`src/rtl/pipe_stage_skid_if.sv`:
```
// pipe_stage_skid_if -- one valid/ready channel carrying a control payload and
// a data payload between two pipeline stages.
//
// Handshake: a transfer happens on a rising clk edge where valid=1 and
// ready=1. The sender holds valid and its payload steady until that transfer
// happens or the pipeline is flushed. ready may change whether or not valid
// is set.
//
// Signals:
//   valid  sender -> receiver   entry offered
//   ready  receiver -> sender   receiver takes the entry this cycle
//   ctrl   sender -> receiver   control payload (CTRL_W bits)
//   data   sender -> receiver   data payload (DATA_W bits)
// Modports:
//   master  the side that produces entries
//   slave   the side that consumes entries
interface pipe_stage_skid_if #(
  parameter int CTRL_W = 22,
  parameter int DATA_W = 64
) ();
  logic              valid;
  logic              ready;
  logic [CTRL_W-1:0] ctrl;
  logic [DATA_W-1:0] data;

  modport master (output valid, output ctrl, output data, input ready);
  modport slave  (input valid, input ctrl, input data, output ready);
endinterface

```
`src/rtl/pipe_stage_skid.sv`:
```
// pipe_stage_skid -- one pipeline register stage with a single-entry skid
// buffer. Because of the skid buffer, in_ready can come straight from a flop,
// so there is no combinational path from out_ready back to in_ready. The
// stage still moves one entry per cycle when downstream does not stall.
//
// Parameters:
//   DATA_W           data payload width (operands, immediate, PC)
//   CTRL_W           control payload width (EX/MEM/WB bundle)
//   FLUSH_ZERO_DATA  1: the head data payload is cleared on flush.
//                    0: the head data payload is kept on flush.
// Ports:
//   clk        rising-edge clock
//   rst        asynchronous, active-high reset
//   flush      synchronous kill of every held entry; beats a same-cycle accept
//   up         upstream channel (slave): in_valid/in_ready/in_ctrl/in_data
//   dn         downstream channel (master): out_valid/out_ready/out_ctrl/out_data
//   occupancy  number of held entries, 0..2; this is also the FSM state
//              encoding, so it works as the state debug view
//   stall_cnt  saturating count of cycles with out_valid=1 and out_ready=0
module pipe_stage_skid #(
  parameter int DATA_W          = 64,
  parameter int CTRL_W          = 22,
  parameter int FLUSH_ZERO_DATA = 1
) (
  input  logic                     clk,
  input  logic                     rst,
  input  logic                     flush,
  pipe_stage_skid_if.slave         up,
  pipe_stage_skid_if.master        dn,
  output logic [1:0]               occupancy,
  output logic [15:0]              stall_cnt
);

  // The encoding equals the number of held entries. That lets occupancy
  // show the state directly.
  typedef enum logic [1:0] {
    EMPTY = 2'd0,
    ONE   = 2'd1,
    FULL  = 2'd2
  } state_t;

  state_t            state_q;
  logic              in_ready_q;
  logic              out_valid_q;
  logic [CTRL_W-1:0] main_ctrl_q;
  logic [DATA_W-1:0] main_data_q;
  logic [CTRL_W-1:0] skid_ctrl_q;
  logic [DATA_W-1:0] skid_data_q;
  logic [15:0]       stall_q;

  logic accept;
  logic release_hd;

  assign accept     = up.valid & in_ready_q;
  assign release_hd = out_valid_q & dn.ready;

  always_ff @(posedge clk or posedge rst) begin
    if (rst) begin
      state_q     <= EMPTY;
      in_ready_q  <= 1'b0;
      out_valid_q <= 1'b0;
      main_ctrl_q <= '0;
      main_data_q <= '0;
      skid_ctrl_q <= '0;
      skid_data_q <= '0;
      stall_q     <= '0;
    end else begin
      // Flush does not clear the stall counter; it keeps counting for the
      // whole run.
      if (out_valid_q && !dn.ready && (stall_q != 16'hFFFF)) begin
        stall_q <= stall_q + 16'd1;
      end

      if (flush) begin
        // A release in this cycle already happened downstream. Any accept
        // in this cycle is dropped.
        state_q     <= EMPTY;
        in_ready_q  <= 1'b1;
        out_valid_q <= 1'b0;
        main_ctrl_q <= '0;
        if (FLUSH_ZERO_DATA != 0) begin
          main_data_q <= '0;
        end
        skid_ctrl_q <= '0;
        skid_data_q <= '0;
      end else begin
        case (state_q)
          EMPTY: begin
            // Also the first cycle after reset: in_ready rises here.
            in_ready_q <= 1'b1;
            if (accept) begin
              main_ctrl_q <= up.ctrl;
              main_data_q <= up.data;
              out_valid_q <= 1'b1;
              state_q     <= ONE;
            end
          end

          ONE: begin
            case ({accept, release_hd})
              2'b11: begin
                main_ctrl_q <= up.ctrl;
                main_data_q <= up.data;
              end
              2'b10: begin
                // Downstream is stalled. Park the new entry so in_ready can
                // drop one cycle later without losing it.
                skid_ctrl_q <= up.ctrl;
                skid_data_q <= up.data;
                in_ready_q  <= 1'b0;
                state_q     <= FULL;
              end
              2'b01: begin
                // out_ctrl must read zero while nothing is presented. The data
                // payload is left as it was.
                main_ctrl_q <= '0;
                out_valid_q <= 1'b0;
                state_q     <= EMPTY;
              end
              default: begin
              end
            endcase
          end

          FULL: begin
            if (release_hd) begin
              main_ctrl_q <= skid_ctrl_q;
              main_data_q <= skid_data_q;
              skid_ctrl_q <= '0;
              skid_data_q <= '0;
              in_ready_q  <= 1'b1;
              state_q     <= ONE;
            end
          end

          default: begin
            state_q     <= EMPTY;
            in_ready_q  <= 1'b1;
            out_valid_q <= 1'b0;
            main_ctrl_q <= '0;
          end
        endcase
      end
    end
  end

  assign up.ready  = in_ready_q;
  assign dn.valid  = out_valid_q;
  assign dn.ctrl   = main_ctrl_q;
  assign dn.data   = main_data_q;
  assign occupancy = state_q;
  assign stall_cnt = stall_q;

endmodule

```
`src/flat_wrapper.sv`:
```
// flat-port wrapper written by rule: the top's interface ports become plain ports
module pipe_stage_skid_flat 
#(
  parameter int DATA_W          = 64,
  parameter int CTRL_W          = 22,
  parameter int FLUSH_ZERO_DATA = 1
)
  (clk, rst, flush, occupancy, stall_cnt, up_valid, up_ctrl, up_data, up_ready, dn_valid, dn_ctrl, dn_data, dn_ready);
  pipe_stage_skid_if #(.CTRL_W(CTRL_W), .DATA_W(DATA_W)) up_i ();
  pipe_stage_skid_if #(.CTRL_W(CTRL_W), .DATA_W(DATA_W)) dn_i ();
  input  logic clk;
  input  logic rst;
  input  logic flush;
  output logic [1:0] occupancy;
  output logic [15:0] stall_cnt;
  input wire logic [$bits(up_i.valid)-1:0] up_valid;
  input wire logic [$bits(up_i.ctrl)-1:0] up_ctrl;
  input wire logic [$bits(up_i.data)-1:0] up_data;
  output wire logic [$bits(up_i.ready)-1:0] up_ready;
  output wire logic [$bits(dn_i.valid)-1:0] dn_valid;
  output wire logic [$bits(dn_i.ctrl)-1:0] dn_ctrl;
  output wire logic [$bits(dn_i.data)-1:0] dn_data;
  input wire logic [$bits(dn_i.ready)-1:0] dn_ready;
  assign up_i.valid = up_valid;
  assign up_i.ctrl = up_ctrl;
  assign up_i.data = up_data;
  assign up_ready = up_i.ready;
  assign dn_valid = dn_i.valid;
  assign dn_ctrl = dn_i.ctrl;
  assign dn_data = dn_i.data;
  assign dn_i.ready = dn_ready;
  pipe_stage_skid #(.DATA_W(DATA_W), .CTRL_W(CTRL_W), .FLUSH_ZERO_DATA(FLUSH_ZERO_DATA)) u_core (.clk(clk), .rst(rst), .flush(flush), .up(up_i), .dn(dn_i), .occupancy(occupancy), .stall_cnt(stall_cnt));
endmodule
```
`config.mk`:
```
export PLATFORM = sky130hd
export DESIGN_NAME = pipe_stage_skid_flat
export DESIGN_NICKNAME = d
export VERILOG_FILES = /design/src/rtl/pipe_stage_skid_if.sv /design/src/rtl/pipe_stage_skid.sv /design/src/flat_wrapper.sv
export SDC_FILE = /design/constraint.sdc
export NUM_CORES = 1
export LEC_CHECK = 0
export CORE_AREA = 2 2 136 138
export DETAILED_ROUTE_END_ITERATION = 10
export DIE_AREA = 0 0 138 140
export PLACE_DENSITY = 0.79
export SYNTH_ARGS = -nofsm -noshare
export SYNTH_HDL_FRONTEND = slang
export SYNTH_SLANG_ARGS = --single-unit
```
`constraint.sdc`:
```
create_clock -name clk -period 7.9 [get_ports clk]
set_input_delay 1.185 -clock clk [delete_from_list [all_inputs] [get_ports clk]]
set_output_delay 1.185 -clock clk [all_outputs]
set_load 0.01 [all_outputs]
```
* Yosys cells after proc, flatten, opt, wreduce, memory -nomap -nowiden
Index checks and enable logic that the tools add are counted.
** Storage, ports and cells
- Register bits :: 192
- Output and inout bits :: 106
** Cells by class
- $add $sub $neg :: 1
- Equal/unequal tests :: 14
- Mux-type cells :: 31
- Bitwise gates (word level) :: 2
- Reductions and logical operators :: 12
** Operators by type and width (count)
- $mux W64 :: 7
- $pmux W64 S3 :: 1
- $mux W22 :: 6
- $pmux W64 S2 :: 1
- $pmux W22 S2 :: 2
- $pmux W22 S3 :: 1
- $add A16 B1 Y16 const B :: 1
- $ne A16 B16 Y1 const B :: 1
- $reduce_and A3 Y1 :: 4
- $ne A3 B2 Y1 const B :: 3
- $eq A2 B2 Y1 const B :: 3
- $mux W1 :: 6
- $mux W2 :: 3
- $ne A3 B3 Y1 const B :: 2
- $pmux W2 S3 :: 1
- $eq A2 B1 Y1 const B :: 2
- $ne A4 B3 Y1 const B :: 1
- $ne A4 B4 Y1 const B :: 1
- $pmux W2 S2 :: 1
- $reduce_and A4 Y1 :: 1
- $reduce_bool A4 Y1 :: 1
- $pmux W1 S3 :: 1
- $reduce_bool A3 Y1 :: 1
- $and A1 B1 Y1 :: 2
- other kinds (6) :: 7

* Longest topological paths before layout
- Word-level depth :: 5
- Mapped depth :: 8
- Mapped depth without buffers :: 5

* Least setup slack after synthesis
Ideal clock, no wire load.
- Kind :: input-to-reg
- Start :: input port up_valid
- End :: register u_core.skid_ctrl_q[0]
- Library setup time :: 0.079 ns
- Arrival time :: 2.311 ns
- Slack :: 5.510 ns
- Cell stages on the path :: 5
- Buffers on the path :: 2
- Cell sequence :: and3b_1 -> a311oi_4 -> buf_6 -> buf_6 -> mux2i_1
** On the way
- Word-level cells in the longest chain between the ends :: 4
** RTL lines
- start: declaration :: RTL line flat_wrapper.sv:16 : input wire logic [$bits(up_i.valid)-1:0] up_valid;
- $and A1 B1 Y1 :: RTL line pipe_stage_skid.sv:54 : assign accept = up.valid & in_ready_q;
- $eq A2 B2 Y1 :: RTL line pipe_stage_skid.sv:100 : case ({accept, release_hd})
- $ne A3 B2 Y1 (no source line)
- $reduce_and A3 Y1 (no source line)
- end signal: assignment :: RTL line pipe_stage_skid.sv:108 : skid_ctrl_q <= up.ctrl;
- end: declaration :: RTL line pipe_stage_skid.sv:47 : logic [CTRL_W-1:0] skid_ctrl_q;
Every way passes these cells.
A chain may end at the register's enable or synchronous reset.

* Worst setup path in the final report
- Start :: input port dn_ready
- End :: register u_core.main_data_q[30] (netlist: u_core.dn.data[30])
** On the way
- Word-level cells in the longest chain between the ends :: 4
- Elaborated cells between the ends (all ways) :: 5
- Those cells by class :: eq/ne: 3; bitwise: 1; reduce/logical: 1
** RTL lines
- start: declaration :: RTL line flat_wrapper.sv:23 : input wire logic [$bits(dn_i.ready)-1:0] dn_ready;
- $and A1 B1 Y1 * :: RTL line pipe_stage_skid.sv:55 : assign release_hd = out_valid_q & dn.ready;
- $eq A2 B2 Y1 :: RTL line pipe_stage_skid.sv:100
- $ne A3 B3 Y1 (no source line)
- $reduce_and A4 Y1 (no source line) *
- end signal: assignment :: RTL line pipe_stage_skid.sv:93 : main_data_q <= up.data;
- end signal: assignment :: RTL line pipe_stage_skid.sv:103 : main_data_q <= up.data;
- end signal: assignment :: RTL line pipe_stage_skid.sv:128 : main_data_q <= skid_data_q;
- end: declaration :: RTL line pipe_stage_skid.sv:46 : logic [DATA_W-1:0] main_data_q;
Every way passes the cells marked *; elsewhere a longest branch is shown, timed or not.

==> reports/metrics.csv <==
metric,value,unit
synthCells,837,
period_share,0.427,
n_antenna_cell,0,
cp-end-kind,register,
nFillCells,1442,
cap_violations,0,
instances_no_fill,1247,
yosysWarnings,0,
rows,49,
cts_buffer_depth,2,
fin_tns_setup,0,ps
via_count,6681,
wirelength,20.9,mm
critPathMaxFanout,92,
holdCritPathClass,reg -> reg,
portBuffers,196,
irDropWorstVdd,148,uV
clockPowerShare,0.329,
swShare,0.291,
synthArstFlopShare,1.00,
fin_util,0.652,
total_leakage_power,5.16,nW
cts_sinks,192,
post_cts_buffers,0,
slew_viol_final,0,
cts_resized,0,
antenna_found_initial,0,
synth_top_area_cell,dfrtp_1,
setup_viol,0,
ys_types,40,
die_area,0.0193,mm2
min_period,3380,ps
viasPerCell,5.36,
antenna_left,0,
outcome,completed,
power.density,221,mW/mm2
whs,476,ps
gp_congestion,0.812,
wl_per_cell,16.7,um
postCtsHoldBufs,0,
clk_pin_slew,80,ps
fmax,296,MHz
core_area,0.0178,mm2
clockRootBuffer,clkbuf_16,
track_usage,0.219,
htreeDepth,4,
synthesis.area,0.00894,mm2
start_util,0.503,
tightest_slew,1020,ps
cts_buffers,17,
required,8220,ps
grt_pass1_vias,6803,
seqPwrFrac,0.464,
fp.dieW,138,um
nets,1097,
drc,0,
grt_pass1_wl,34.7,mm
p_int,1.81,mW
synth_nets,929,
layout-area-overhead-vs-synth,29.5,%
slew_headroom,0.319,
power_frac_comb,0.208,
final_layout_size_suffix_gt1_frac,0.0521,
drtIter0Drc,421,
rsz0062_at_grt,false,
cts_tree,built,
skew,8.86,ps
ys_ff_latch,192,
place_hpwl,13.3,mm
synth_common_cells,"dfrtp_1 (192), nand2_1 (160), mux2i_1 (151)",
synthTopCellsByArea,"dfrtp_1 (54%), mux2i_1 (17%), nand2_1 (6.7%), o31ai_1 (5.4%), inv_1 (3.7%)",
dr.pass1.iters,5,
critPathLaunchType,primary input,
synth_edf_count,0,
synth_top_area_share,0.537,
syn_avg_cell_area,10.7,um2
finalHoldViolations,0,
yosysMostFrequentCell,dfrtp_1,
path_class,in -> reg,
critPathArrivalTime,3700,ps
placed_cells,1215,
synth_seq_area_share,0.537,
synth_ff_type,dfrtp_1,
placed_area,0.0110,mm2
grt_overflow,0,
switching_power,744,uW
grt_max_degree,144,
design_area,0.0116,mm2
die_h,140,um
clk-insertion-delay-late,430,ps
io_pins,197,
-- state kept, by name, indices dropped and copies added, names as in the netlist --
name,cells
u_core.stall_cnt,16
u_core.dn.ctrl,22
u_core.skid_ctrl_q,22
u_core.skid_data_q,64
u_core.occupancy,2
u_core.up.ready,1
u_core.dn.data,64
u_core.dn.valid,1
-- power by group through the flow --
stage,clock network [mW],logic (mW),registers (mW)
2_1_floorplan,0,0.268,1.21
3_3_place_gp,0,0.524,1.20
3_5_place_dp,0,0.538,1.20
4_1_cts,0.858,0.539,1.19
5_1_grt,0.896,0.582,1.20
6_report,0.841,0.531,1.19
-- cells in the final DEF, fill, tap and decap left out, drive strengths merged, types with 6 or more instances in the layout --
cell,Yosys,layout
nand2,160,160
mux2i,151,151
nor3,8,8
o31ai,64,64
dfrtp,192,192
inv,87,92
buf,41,14
clkbuf,19,17
clkdlybuf4s50,0,195
nand2b,7,7
nor2,6,6
a22oi,22,22
xor2,14,14
o2bb2ai,22,22
-- path summary, 6_finish.rpt --
path	from	to	slack [ps]	cells after the start
max in group asynchronous	rst	u_core.dn.ctrl[6]	5260	3
min in group asynchronous	rst	u_core.skid_data_q[28]	1390	2
hold / removal	u_core.dn.data[38]	u_core.dn.data[38]	480	2
setup / recovery	dn_ready	u_core.dn.data[30]	4520	7
setup reg to reg	u_core.occupancy[0]	u_core.skid_data_q[30]	4850	6
hold reg to reg	u_core.dn.data[38]	u_core.dn.data[38]	480	2
-- final cells by class --
type                       count  area, um2  area share
timing repair buffer         209       2050       0.177
inverter                      87        334      0.0288
sequential                   192       4800       0.415
multi-input combinational    498       3530       0.304
clock inverter                15        154      0.0133
tap                          229        287      0.0247
clock buffer                  17        425      0.0367
-- metal layers --
| layer | part of all wire | GRT usage |
|---|---|---|
| met3 | 0.056 | 0.0550 |
| met5 | 0 | 0 |
| met1 | 0.46 | 0.301 |
| met2 | 0.47 | 0.350 |
| met4 | 0.011 | 0.0618 |
-- worst max-delay path, stage by stage --
cell	delay (ps)
clkdlybuf4s50_1	470
and2_1	250
a221oi_4	280
buf_4	390
buf_4	770
nand2_1	150
o31ai_1	120
-- logic make-up (layout without fill, tap and decap cells) --
| kind of cell | count (synthesis) | after routing | synth area share |
|---|---|---|---|
| buffers and inverters | 147 | 328 | 0.0729 |
| and+or+nand+nor | 206 | 206 | 0.0971 |
| muxes | 152 | 152 | 0.170 |
| xor gates and xnor gates | 14 | 14 | 0.0137 |
| DFF | 192 | 192 | 0.537 |
| AOI/OAI and AO/OA | 125 | 125 | 0.108 |
| adders and majority gates | 1 | 1 | 0.00140 |
-- through the flow --
| step | worst slack, ps | power (mW) |
|---|---|---|
| floorplan | 1490 | 1.48 |
| global placement | 4230 | 1.72 |
| detailed placement | 4090 | 1.74 |
| CTS | 4550 | 2.58 |
| global route | 4340 | 2.68 |
| finish | 4520 | 2.56 |
Power figures use the tool's default switching activity.
